[config.mk]
export PLATFORM = sky130hd
export DESIGN_NAME = ctrl_semaforo
export DESIGN_NICKNAME = d
export VERILOG_FILES = /design/src/rtl/ctrl_semaforo.sv
export SDC_FILE = /design/constraint.sdc
export NUM_CORES = 1
export LEC_CHECK = 0
export ABC_AREA = 1
export CORE_MARGIN = 2
export CORE_UTILIZATION = 49
export CTS_CLUSTER_SIZE = 24
export DETAILED_ROUTE_END_ITERATION = 16
export GPL_ROUTABILITY_DRIVEN = 0
export GPL_TIMING_DRIVEN = 0
export PLACE_DENSITY = 0.76
export SYNTH_ARGS = -nofsm -noshare
export SYNTH_HDL_FRONTEND = slang
export SYNTH_SLANG_ARGS = --single-unit
[constraint.sdc]
create_clock -name clk -period 1.74 [get_ports clk]
set_input_delay 0.522 -clock clk [delete_from_list [all_inputs] [get_ports clk]]
set_output_delay 0.522 -clock clk [all_outputs]
set_load 0.02 [all_outputs]
[src/rtl/ctrl_semaforo.sv]
// ctrl_semaforo
//   Sequences the 4-phase traffic-light cycle (estado 00->01->10->11->00) and
//   runs the 2-digit BCD countdown of the current phase. The count is loaded
//   with the phase preset on every phase change. The special-case timing flag
//   (casoEsp) is chosen once per cycle, at the 11->00 transition, from any
//   request seen during the previous cycle.
//
// Ports
//   clk      in  1  system clock, rising edge
//   rst      in  1  asynchronous active-high reset
//   tick     in  1  one countdown step per pulse
//   pedido   in  1  special-case request (level or pulse, latched)
//   pausa    in  1  freezes the sequencer while high (only with PAUSA_EN)
//   estado   out 2  current phase
//   casoEsp  out 1  special-case timing active for this cycle
//   unid     out 4  countdown units digit, BCD 0-9
//   dez      out 2  countdown tens digit, 0-3
//   fim_fase out 1  registered 1-cycle pulse when a phase ends
//
// Configuration
//   PAUSA_EN  when defined, adds the pausa input; tick is ignored while
//             pausa=1 but requests are still latched.

module ctrl_semaforo (
    input  logic       clk,
    input  logic       rst,
    input  logic       tick,
    input  logic       pedido,
`ifdef PAUSA_EN
    input  logic       pausa,
`endif
    output logic [1:0] estado,
    output logic       casoEsp,
    output logic [3:0] unid,
    output logic [1:0] dez,
    output logic       fim_fase
);

    typedef enum logic [1:0] {
        FASE_0 = 2'b00,
        FASE_1 = 2'b01,
        FASE_2 = 2'b10,
        FASE_3 = 2'b11
    } fase_t;

    fase_t      estado_q, estado_d;
    logic       caso_q,   caso_d;
    logic       pend_q,   pend_d;
    logic [1:0] dez_q,    dez_d;
    logic [3:0] unid_q,   unid_d;
    logic       fim_q,    fim_d;

    logic       passo;
    logic       contagem_zero;

    // Effective countdown step: a paused sequencer behaves as if no tick came.
`ifdef PAUSA_EN
    assign passo = tick & ~pausa;
`else
    assign passo = tick;
`endif

    assign contagem_zero = (dez_q == 2'd0) && (unid_q == 4'd0);

    // Preset table, returned as {dez, unid}.
    function automatic logic [5:0] preset(input fase_t fase, input logic esp);
        logic [5:0] val;
        val = {2'd1, 4'd0};
        case (fase)
            FASE_0: val = {2'd1, 4'd0};
            FASE_1: val = esp ? {2'd2, 4'd2} : {2'd1, 4'd5};
            FASE_2: val = esp ? {2'd1, 4'd5} : {2'd3, 4'd0};
            FASE_3: val = {2'd0, 4'd5};
            default: val = {2'd1, 4'd0};
        endcase
        return val;
    endfunction

    always_ff @(posedge clk or posedge rst) begin
        if (rst) begin
            estado_q <= FASE_0;
            caso_q   <= 1'b0;
            pend_q   <= 1'b0;
            dez_q    <= 2'd1;
            unid_q   <= 4'd0;
            fim_q    <= 1'b0;
        end else begin
            estado_q <= estado_d;
            caso_q   <= caso_d;
            pend_q   <= pend_d;
            dez_q    <= dez_d;
            unid_q   <= unid_d;
            fim_q    <= fim_d;
        end
    end

    always_comb begin
        estado_d = estado_q;
        caso_d   = caso_q;
        // Requests accumulate on every edge; only the cycle wrap consumes them.
        pend_d   = pend_q | pedido;
        dez_d    = dez_q;
        unid_d   = unid_q;
        fim_d    = 1'b0;

        if (passo) begin
            if (contagem_zero) begin
                estado_d = fase_t'(estado_q + 2'd1);
                fim_d    = 1'b1;
                // A request arriving on the wrap edge itself goes straight into
                // the cycle that is starting instead of waiting a whole cycle.
                if (estado_q == FASE_3) begin
                    caso_d = pend_q | pedido;
                    pend_d = 1'b0;
                end
                {dez_d, unid_d} = preset(estado_d, caso_d);
            end else if (unid_q == 4'd0) begin
                unid_d = 4'd9;
                dez_d  = dez_q - 2'd1;
            end else if (unid_q > 4'd9) begin
                // Out-of-range units digit: pull it back into BCD range
                // without touching the tens digit, so dez cannot wrap.
                unid_d = 4'd9;
            end else begin
                unid_d = unid_q - 4'd1;
            end
        end
    end

    assign estado   = estado_q;
    assign casoEsp  = caso_q;
    assign dez      = dez_q;
    assign unid     = unid_q;
    assign fim_fase = fim_q;

endmodule

### Word-level counts from Yosys, hierarchy flattened

Index checks and enable logic that the tools add are counted.

| storage, ports and cells | value |
|---|---|
| register bits | 11 |
| output and inout port bits | 10 |
| input port bits | 4 |

| cells by class | value |
|---|---|
| eq/ne operators | 4 |
| reductions and logical operators | 7 |
| mux-type cells | 16 |
| order comparisons | 1 |
| bitwise gates (word level) | 1 |
| $add $sub $neg | 3 |

Operators with widths:

| operator | count |
|---|---|
| 6-bit case mux with 4 select lines | 1 |
| 4-bit 2-to-1 mux | 3 |
| 6-bit 2-to-1 mux | 2 |
| 1-bit 2-to-1 mux | 8 |
| 2-bit equality test (second input constant) | 3 |
| 4-bit greater-than comparator (second input constant) | 1 |
| 2-bit logical NOT | 2 |
| 4-bit logical NOT | 1 |
| 2-bit 2-to-1 mux | 2 |
| 2-bit AND reduction | 2 |
| 4-bit by 1-bit subtractor with 4-bit output (second input constant) | 1 |
| 2-bit by 1-bit adder with 2-bit output (second input constant) | 1 |
| 2-bit by 1-bit equality test with 1-bit output (second input constant) | 1 |
| 2-bit nonzero test | 1 |
| 2-bit by 1-bit subtractor with 2-bit output (second input constant) | 1 |
| 1-bit logical AND | 1 |
| 1-bit OR | 1 |

### Longest topological paths before layout

| depth | value |
|---|---|
| word-level depth | 7 |
| mapped depth | 10 |
| gate-level depth less buffers | 10 |

### Worst setup path after synthesis

OpenSTA, ideal clock, no wires.

| timing | value |
|---|---|
| path type | register to register |
| from | reg unid_q[0], in the netlist unid[0] |
| to | reg unid_q[2], in the netlist unid[2] |
| data required time | 1.623 ns |
| library setup time | 0.117 ns |
| buffers on the path | 0 |
| period minus slack after synthesis | 1.429 ns |
| stages on the path, launching flop included | 11 |
| arrival time | 1.313 ns |
| path slack | 0.311 ns |
| cells stage by stage | dfrtp_1 -> inv_1 -> ha_1 -> o21ai_0 -> nand2_1 -> nand2_1 -> inv_1 -> nand2_1 -> nand2_1 -> nand2_1 -> nand2_1 |

| between the ends | value |
|---|---|
| longest elaborated chain between the ends | 4 |
| elaborated cells between the ends (all ways) | 7 |
| classes of those cells | 1 x add/sub; 1 x order compare; 3 x mux; 2 x reduce/logical |

RTL lines:

| element | RTL line | RTL |
|---|---|---|
| start: declaration | 50 | `logic [3:0] unid_q, unid_d;` |
| start signal: assignment | 92 | `unid_q <= unid_d;` |
| 4-bit by 1-bit subtractor with 4-bit output / 4-bit greater-than comparator (equally long branches) | 125, 120 |  |
| 4-bit 2-to-1 mux | 120 | `end else if (unid_q > 4'd9) begin` |
| 4-bit 2-to-1 mux | 117 | `end else if (unid_q == 4'd0) begin` |
| 4-bit 2-to-1 mux (*) | 107 | `if (contagem_zero) begin` |

Every way passes the cells marked *; elsewhere a longest branch is shown, timed or not.
A chain may end at the register's enable or synchronous reset.

### Worst setup path after layout

| timing | value |
|---|---|
| from | reg dez_q[0], in the netlist dez[0] |
| to | out dez[0] |

RTL lines:

| element | RTL line | RTL |
|---|---|---|
| start: declaration | 49 | `logic [1:0] dez_q, dez_d;` |
| start signal: assignment | 91 | `dez_q <= dez_d;` |
| end: declaration | 35 | `output logic [1:0] dez,` |

No word-level cell between the ends.

==> flow_summary_export.csv <==
group,metric,value,unit
setup_path,cp.depth,1,
place,io_buffers,13,
setup_path,crit_arrival,1150,ps
timing,clock_skew,6.29,ps
pwr,switching_share,48.4,%
setup_path,cp-start-kind,"flop",
setup_path,ff2ff_setup_slack,260,ps
yosys,syn_inst,93,
yosys,syn-num-nets,104,
global_routing,grt_max_degree,12,
routing,drc_errors,0,
cells_and_area,fillerInstances,126,
clock_network,clockBufferDepth,2,
setup_path,cp_top_family,"flip-flops",
yosys,seq_area_frac_synth,38.5,%
timing,tightest_slew,421,ps
cells_and_area,final_cells,125,
routing,routed_wl,1.38,mm
timing,finalCritPeriodShare,96.0,%
floorplanning,placementRows,13,
setup_path,crit_slowest_cell,"dfstp_2",
routing,viasPerCell,4.94,
floorplanning,fp.coreArea,1330,µm²
cells_and_area,area_growth,22.6,%
yosys,synth-seq-cells,11,
setup_path,crit_type,"flop to output port",
setup_path,startpoint,"dez[0]",
cells_and_area,diodes,0,
timing,setup_viol_count_final,0,
yosys,yosys.area.top_type,"dfrtp_1",
timing,hold_viol,0,
routing,firstDrtPassIters,2,
setup_path,cpPeakStageDelay,540,ps
cells_and_area,finalCoreUtilization,66.0,%
clock_network,cts_sinks,11,
timing,fmax,599,MHz
global_routing,overflow,0,
setup_path,cp_num_buf_inv,1,
pwr,seq_power_share,30.8,%
clock_network,path_clk_slew,70,ps
routing,ant_nets,0,
global_routing,grtUsageTotal,17.7,%
cells_and_area,nets,122,
timing,rsz0062_at_grt,"false",
timing,period_minus_slack,1670,ps
setup_path,r2r-start,"estado[0]",
yosys,yosys_warnings,0,
routing,dr_total_vias,617,
pwr,switchingPower,0.736,mW
cells_and_area,final_common_cell,"nand2_1",
clock_network,cts_setup_buffers,0,
clock_network,cts.htree.levels,1,
global_routing,grt_pass1_vias,582,
run,maxCapViolCount,0,
timing,slew_viol_final,0,
pwr,leakage,0.501,nW
hold_path,hold_class,"flop to flop",
timing,holdWs,517,ps
routing,wire_per_inst,11.0,µm
global_routing,antenna_found_initial,0,
pwr,peakVddDrop,0.794,mV
yosys,yosysTopAreaCellShare,34.8,%
global_routing,grt_pass1_wl,2.40,mm
pwr,p_comb_share,57.5,%
floorplanning,ios,14,
setup_path,rr_endpoint,"unid[0]",
clock_network,cts_tree,"done",
clock_network,ctsRootBufferMaster,"clkbuf_4",
yosys,yosysUniqueCellTypes,19,
yosys,syn_area,718,µm²
setup_path,end_kind,"output port",
routing,drt_iter0_markers,2,
pwr,p_clk_share,11.7,%
setup_path,reg2reg_depth,9,
place,placed_cells,121,
floorplanning,fp.dieW,42.3,µm
setup_path,endpoint,"dez[0]",
place,dpl_cell_area,867,µm²
floorplanning,die_area,1790,µm²
pwr,internal_power,0.785,mW
clock_network,cts_buffers,3,
run_status,status,"complete, no violations",
setup_path,path_max_fanout,3,
place,dp_hpwl,1.12,mm
setup_path,cp_cell_sequence,"dlygate4sd2_1",
clock_network,clock_latency,270,ps
floorplanning,initial_core_util,53.8,%
setup_path,cp.required,1220,ps
cells_and_area,layout_common_cells,"nand2_1 (27), inv_1 (15), dfrtp_1 (10), dlygate4sd2_1 (10)",
timing,slew_headroom,71.9,%
floorplanning,die_y,42.3,µm
yosys,synth.area.top_cells,"dfrtp_1 (35%), nand2_1 (14%), ha_1 (12%)",
pwr,p_per_area,1730,nW/µm²
cells_and_area,drive_above_1_share,9.09,%
timing,final.setup.tns,0,ps
cells_and_area,design_area,881,µm²
yosys,synth.avg_cell_area,7.72,µm²
==> what timing repair did <==
| action | CTS | global route |
|---|---|---|
| endpoints found under the setup margin | 10 | 0 |
| resized for setup | 10 | 0 |
| hold buffers | 0 | 0 |
==> cells by family after synthesis <==
family / after synthesis / share of synthesized area, %
AO/OA/AOI/OAI: 9 / 6.97
XOR/XNOR: 3 / 3.66
AND/OR/NAND/NOR: 46 / 29.8
flip-flops: 11 / 38.5
adder cells (fa/ha/maj): 7 / 12.2
buffers and inverters: 17 / 8.88
==> stage by stage <==
stage	setup WS (ps)	total power, mW
2_1_floorplan	311	1.10
3_3_place_gp	-105	1.39
3_5_place_dp	-117	1.43
4_1_cts	65.4	1.53
5_1_grt	36.9	1.67
6_report	69.9	1.52
==> synth_stat cells <==
master and instances:
ha_1 7, o21ai_1 1, inv_2 2, a21oi_1 2, nor2_2 1, nand4_1 2, xor2_1 3, nor2_1 7
o21bai_1 1, dfstp_2 1, nand2_1 27, nand3_1 6, nor2_8 1, nand2_4 1, o21ai_0 4, nand2_2 1
dfrtp_1 10, inv_1 15, a21boi_1 1
==> cell type report <==
class	count	area (µm²)	share of cell area, %
Timing Repair Buffer	13	118	13.4
Inverter	17	63.8	7.24
Clock buffer	4	26.3	2.98
Multi-Input combinational cell	65	378	42.9
Tap cell	15	18.8	2.13
Sequential cell	11	277	31.4
==> worst min path at each step <==
stage / cells after the start / endpoint / start
floorplan: 1 / casoEsp / rst
global placement: 2 / unid[1] / unid[1]
detailed placement: 2 / unid[1] / unid[1]
CTS: 2 / unid[1] / unid[1]
finish: 2 / unid[1] / unid[1]
global route: 2 / dez[0] / dez[0]
==> per-layer routing <==
metal	up-vias	track usage [%]	part of all wire [%]
li1	321	-	-
met5	-	0	0
met4	0	10.0	2.1
met2	8	27.7	48
met1	284	22.1	47
met3	4	4.31	3.4
==> registers in the layout, summed over array words and instances (netlist names) <==
name / cells
casoEsp: 1
dez: 2
estado: 2
fim_fase: 1
pend_q: 1
unid: 4
==> power groups by stage <==
stage                     Sequential, mW  Combinational [mW]  Clock [mW]
after global routing               0.483               0.991       0.195
after CTS                          0.469               0.885       0.180
after global placement             0.471               0.918           0
after floorplan                    0.582               0.521           0
final                              0.468               0.874       0.178
after detailed placement           0.478               0.949           0
No activity file was read; power rests on OpenSTA's default activity.
